--- src/rtl/tx_sched_pkg.sv ---
// tx_sched_pkg: segment encodings, send order and state set shared by tx_segment_scheduler
package tx_sched_pkg;

    localparam int NSEG = 5;

    localparam logic [4:0] SEG_KEY   = 5'b00001;
    localparam logic [4:0] SEG_PT    = 5'b00010;
    localparam logic [4:0] SEG_CT    = 5'b00100;
    localparam logic [4:0] SEG_TRACE = 5'b01000;
    localparam logic [4:0] SEG_PARAM = 5'b10000;

    localparam logic [2:0] IDX_PARAM = 3'd0;
    localparam logic [2:0] IDX_PT    = 3'd1;
    localparam logic [2:0] IDX_KEY   = 3'd2;
    localparam logic [2:0] IDX_CT    = 3'd3;
    localparam logic [2:0] IDX_TRACE = 3'd4;
    localparam logic [2:0] IDX_NONE  = 3'd7;

    localparam logic [NSEG-1:0][4:0] SEG_ORDER = {SEG_TRACE, SEG_CT, SEG_KEY, SEG_PT, SEG_PARAM};

    typedef enum logic [2:0] {S_IDLE, S_ISSUE, S_WAIT_DONE, S_GAP, S_FINISH} sched_state_e;

    function automatic logic [4:0] seg_onehot(input logic [2:0] idx);
        return idx == IDX_PARAM ? SEG_PARAM :
               idx == IDX_PT    ? SEG_PT    :
               idx == IDX_KEY   ? SEG_KEY   :
               idx == IDX_CT    ? SEG_CT    :
               idx == IDX_TRACE ? SEG_TRACE : 5'b0;
    endfunction

    function automatic logic [2:0] first_idx(input logic [4:0] m);
        first_idx = IDX_NONE;
        for (int i = NSEG - 1; i >= 0; i--)
            if ((m & SEG_ORDER[3'(i)]) != 5'b0) first_idx = 3'(i);
    endfunction

endpackage

--- src/rtl/tx_segment_scheduler_counter.sv ---
// sched_down_counter: loadable down-counter that holds at zero and flags it
module sched_down_counter #(
    parameter int W = 16
) (
    input  logic         clk,
    input  logic         rst,
    input  logic         load,
    input  logic         en,
    input  logic [W-1:0] load_val,
    output logic         zero
);

    logic [W-1:0] cnt;

    always_ff @(posedge clk) begin
        if (rst)
            cnt <= '0;
        else if (load)
            cnt <= load_val;
        else if (en && !zero)
            cnt <= cnt - 1'b1;
    end

    assign zero = (cnt == '0);

endmodule

--- src/rtl/tx_segment_scheduler.sv ---
// tx_segment_scheduler: sends PARAM,PT,KEY,CT,TRACE through the sender handshake; TX_SCHED_WATCHDOG_EN adds a send timeout
module tx_segment_scheduler
    import tx_sched_pkg::*;
#(
    parameter int GAP_W       = 16,
    parameter int TIMEOUT_CYC = 2000000,
    parameter int TO_W        = 22
) (
    input  logic             clk,
    input  logic             rst,
    input  logic             start,
    input  logic [4:0]       seg_mask,
    input  logic [GAP_W-1:0] gap_cycles,
    output logic [4:0]       transmit_sel,
    output logic             transmit_en,
    input  logic             transmit_done,
    output logic             param_sel,
    output logic             busy,
    output logic             done,
    output logic             err,
    output logic [2:0]       cur_seg
);

    sched_state_e     state;
    logic [4:0]       pend;
    logic [4:0]       pend_src;
    logic [4:0]       nxt_bit;
    logic [2:0]       nxt_idx;
    logic [GAP_W-1:0] gap_q;
    logic             gap_zero;
    logic             seg_done;
    logic             to_gap;
    logic             do_issue;
    logic             wd_expired;

    if (64'(TIMEOUT_CYC) >= (64'd1 << TO_W)) begin : g_to_w_check
        $error("TO_W too narrow for TIMEOUT_CYC");
    end

    assign pend_src = (state == S_IDLE) ? seg_mask : pend;
    assign nxt_idx  = first_idx(pend_src);
    assign nxt_bit  = seg_onehot(nxt_idx);
    assign seg_done = (state == S_WAIT_DONE) && transmit_done;
    assign to_gap   = seg_done && (pend != 5'b0) && (gap_q != '0);
    assign do_issue = (state == S_IDLE && start && seg_mask != 5'b0) ||
                      (seg_done && pend != 5'b0 && gap_q == '0) ||
                      (state == S_GAP && gap_zero);

    sched_down_counter #(.W(GAP_W)) u_gap (
        .clk      (clk),
        .rst      (rst),
        .load     (to_gap),
        .en       (state == S_GAP),
        .load_val (gap_q - 1'b1),
        .zero     (gap_zero)
    );

`ifdef TX_SCHED_WATCHDOG_EN
    logic wd_zero;

    sched_down_counter #(.W(TO_W)) u_wd (
        .clk      (clk),
        .rst      (rst),
        .load     (do_issue),
        .en       (state == S_ISSUE || state == S_WAIT_DONE),
        .load_val (TO_W'(TIMEOUT_CYC)),
        .zero     (wd_zero)
    );

    assign wd_expired = (state == S_WAIT_DONE) && !transmit_done && wd_zero;
`else
    assign wd_expired = 1'b0;
`endif

    always_ff @(posedge clk) begin
        if (rst) begin
            state        <= S_IDLE;
            pend         <= 5'b0;
            gap_q        <= '0;
            transmit_sel <= 5'b0;
            transmit_en  <= 1'b0;
            param_sel    <= 1'b0;
            busy         <= 1'b0;
            done         <= 1'b0;
            err          <= 1'b0;
            cur_seg      <= IDX_NONE;
        end else begin
            transmit_en  <= 1'b0;
            transmit_sel <= 5'b0;
            done         <= 1'b0;
            param_sel    <= (state == S_ISSUE || state == S_WAIT_DONE) && cur_seg == IDX_PARAM;
            case (state)
                S_IDLE: if (start) begin
                    pend  <= seg_mask;
                    gap_q <= gap_cycles;
                    busy  <= 1'b1;
                    err   <= 1'b0;
                    state <= S_FINISH;
                end
                S_ISSUE: state <= S_WAIT_DONE;
                S_WAIT_DONE: if (seg_done || wd_expired) begin
                    state <= to_gap ? S_GAP : S_FINISH;
                    if (wd_expired) err <= 1'b1;
                end
                S_FINISH: begin
                    done    <= 1'b1;
                    busy    <= 1'b0;
                    cur_seg <= IDX_NONE;
                    state   <= S_IDLE;
                end
                default: ;
            endcase
            if (do_issue) begin
                state        <= S_ISSUE;
                transmit_en  <= 1'b1;
                transmit_sel <= nxt_bit;
                cur_seg      <= nxt_idx;
                pend         <= pend_src & ~nxt_bit;
                param_sel    <= nxt_idx == IDX_PARAM;
            end
        end
    end

endmodule

--- config.mk ---
export PLATFORM = sky130hd
export DESIGN_NAME = tx_segment_scheduler
export DESIGN_NICKNAME = d
export VERILOG_FILES = /design/src/rtl/tx_sched_pkg.sv /design/src/rtl/tx_segment_scheduler_counter.sv /design/src/rtl/tx_segment_scheduler.sv
export SDC_FILE = /design/constraint.sdc
export NUM_CORES = 1
export LEC_CHECK = 0
export CORE_MARGIN = 10
export CORE_UTILIZATION = 35
export CTS_CLUSTER_SIZE = 28
export DETAILED_ROUTE_END_ITERATION = 8
export DONT_BUFFER_PORTS = 1
export GPL_TIMING_DRIVEN = 1
export HOLD_SLACK_MARGIN = 0.1
export MAX_ROUTING_LAYER = met4
export PLACE_DENSITY_LB_ADDON = 0.08
export SYNTH_ARGS = -nofsm -noshare
export SYNTH_HDL_FRONTEND = slang
export SYNTH_SLANG_ARGS = --single-unit
--- constraint.sdc ---
create_clock -name clk -period 6.8 [get_ports clk]
set_input_delay 1.36 -clock clk [delete_from_list [all_inputs] [get_ports clk]]
set_output_delay 1.36 -clock clk [all_outputs]
set_load 0.05 [all_outputs]
==> run metrics <==
Worst Hold Launch=pend[0]; DR WL/cell=18.4 um; Post-Syn Instances=348; Hold Crit Depth=2; H-Tree Depth=2; post-synthesis cell type with the largest combined area=dfxtp_1; Final Cycle Share=0.502; port bufs=0; RePlAce Congestion=0.860; CTS Root Cell=clkbuf_8; PostCTS Resize Cnt=0; Total Wirelength=8100 um; most frequent cells after synthesis=nand2_1 (56), dfxtp_1 (52), a21oi_1 (35); Max transition margin=0.253; Layout Nets=363; DP HPWL=5800 um; met2 Use GR=0.224; Crit. End Element=flop; Leak=1.08 nW; Detailed Routing Iterations Pass 1=4; DRC viols=0; die area=11900 um2; DR iter-0 viols=166; maxcap violations=0; total gr overflow=0; core area=7730 um2; placed cells=432; setup TNS=0 ns; worst slew pin tran=1.12 ns; worst hold endpoint=pend[0]; Fill cells=821; top_reg_cell synth=dfxtp_1; Warnings, synthesis=0; TritonCTS Buffers=5; dpl cell area=2850 um2; FP Rows=32; Synth top area share=0.373; slowest CP cell=a21oi_2; flop2flop setup slack=3.68 ns; top cells by area, synth=dfxtp_1 (37%), nand2_1 (7.5%), a21oi_1 (6.3%); worst path arrival time=3.61 ns; largest net degree at the start of global routing=39; FF-to-FF Start=gap_q[13]; power per cell area=267 nW/um2; Reg2Reg Depth=9; R2R Path End=u_gap.cnt[14]; dpl ws=3.07 ns; Worst IR Drop VDD=0.000103 V; M3 GR Usage=0.0295; Most Crowded Layer GR=met2; Sink Count=52; RSZ-0062 raised after global routing=false; Post-synth EDFFs=0; status=finished, final reports clean; Final Skew=0.00662 ns; post-synthesis sequential area ratio=0.373; critical path launch point type=primary input; Via Count=2553; via density per instance=5.80; crit path time final=3.42 ns; Worst Path Required=6.99 ns; CP bufs+invs=0; Max Slew Vio Count=0; deepest clock path buffer count=2; synthesized cell area=2790 um2; layout cells sized above 1=0.0799; met1 Usage GRT=0.187; final core utilization=0.385; Post-CTS Setup Inserts=0; Die Y=109 um; Hold WS=0.468 ns; Die Width=109 um; most frequent cell after synthesis=nand2_1; fmax=0.293 GHz; Synth-to-Final Area Change=6.68%; Synth async-reset ratio=0; antenna violations before repair=0; antenna-violating nets left=0; Yosys cell types=57; Post-CTS Hold Fix Bufs=0; crit path kind=primary input to flop; first-pass GRT wire length=13300 um; CP Max Fanout=10; Finished Layout Cells=440; mean area per synthesized cell=8.01 um2; worst stage delay on the critical path=0.43 ns; gr usage total=0.143; top cell family by delay on the critical path=compound AO/OA/AOI/OAI gates; worst setup margin=3.38 ns; vias in the first global route=2539; crit-path cells=nand4bb_1, a21oi_2, o21ai_2, mux2i_1, ha_1, o21ai_1, or2_1, o311a_1, o31a_1; clk_lat worst skew=0.30 ns; Final Hold Viols=0; number of setup violations in the final report=0; IO Count=38; clock transition at the registers of the reported paths=0.10 ns; # diodes=0; post-route cell area=2980 um2; Worst Hold Class=flop to flop; CTS tree=done; flops & latches, synth=52; Starting Density=0.361; overall power=0.795 mW
[final cells by class]
| type | instances | area, um2 | area share |
|---|---|---|---|
| flip-flops and latches | 52 | 1040 | 0.350 |
| inverters | 6 | 22.5 | 0.00757 |
| well taps | 102 | 128 | 0.0429 |
| multi-input cells | 270 | 1640 | 0.552 |
| clock buffers | 7 | 96.3 | 0.0324 |
| clock inverters | 1 | 30.0 | 0.0101 |
| repair buffers | 2 | 15.0 | 0.00505 |
[layout by cell type (no fill, tap or decap), types with 3 or more instances in the layout]
cell type,netlist,layout
a31oi_1,3,3
a21oi_1,35,35
a21o_1,3,3
o211ai_1,8,8
or3_1,3,3
or4_4,3,3
or4_1,6,6
o31ai_1,4,4
nand3_1,11,11
o21ai_0,6,6
nor3_2,2,3
nor2_1,22,22
o31a_1,4,4
o21ai_1,5,4
a211oi_1,4,4
o22ai_1,5,5
nor3b_1,6,6
clkbuf_8,0,7
nor3_1,15,14
inv_1,6,6
nand2b_1,5,5
o22a_1,3,3
dfxtp_1,52,52
o311ai_0,5,5
nand2_1,56,56
xnor2_1,4,4
nor4_1,9,9
mux2_2,3,3
mux2i_1,8,8
[how the worst max path moves through the flow]
stage / startpoint / endpoint / slack, ns / cells after the start
final: transmit_done / u_gap.cnt[14] / 3.38 / 9
after global routing: transmit_done / u_gap.cnt[12] / 3.16 / 9
after CTS: transmit_done / u_gap.cnt[14] / 3.36 / 9
after detailed placement: transmit_done / u_gap.cnt[14] / 3.07 / 9
after global placement: transmit_done / u_gap.cnt[14] / 3.13 / 9
after floorplan: transmit_done / u_gap.cnt[14] / 2.98 / 11
[where the power goes]
part,switching (mW),internal (mW)
registers,0.0554,0.328
clock network,0.105,0.130
logic,0.110,0.0664
[layer usage]
layer | vias up | share of wire
met2 | 72 | 0.46
met1 | 1209 | 0.47
met5 | - | 0
li1 | 1265 | -
met3 | 7 | 0.056
met4 | 0 | 0.011
[sequential cells by signal, summed over array words and instances, names as in the netlist]
| name | count |
|---|---|
| transmit_en | 1 |
| pend | 5 |
| param_sel | 1 |
| busy | 1 |
| cur_seg | 3 |
| done | 1 |
| u_gap.cnt | 16 |
| transmit_sel | 5 |
| gap_q | 16 |
| state | 3 |
[cell families (layout without fill, tap and decap cells)]
logic type               after synthesis  count (layout)  share of synthesized area
XOR/XNOR                               6               6                     0.0188
AO/OA/AOI/OAI                         98              98                      0.235
buffers and inverters                 27              16                     0.0422
flip-flops                            52              52                      0.373
other                                  1               2                    0.00134
multiplexers                          11              11                     0.0408
AND/OR/NAND/NOR                      152             152                      0.284
adder cells (fa/ha/maj)                1               1                    0.00449
[worst register-to-register path, delay by kind of cell (launching register included)]
kind	cells	cell delay, ns
compound gates	4	1.03
fa+ha+maj	1	0.21
flops	1	0.39
mux	1	0.23
simple gates	3	1.16
Power figures use the tool's default switching activity.
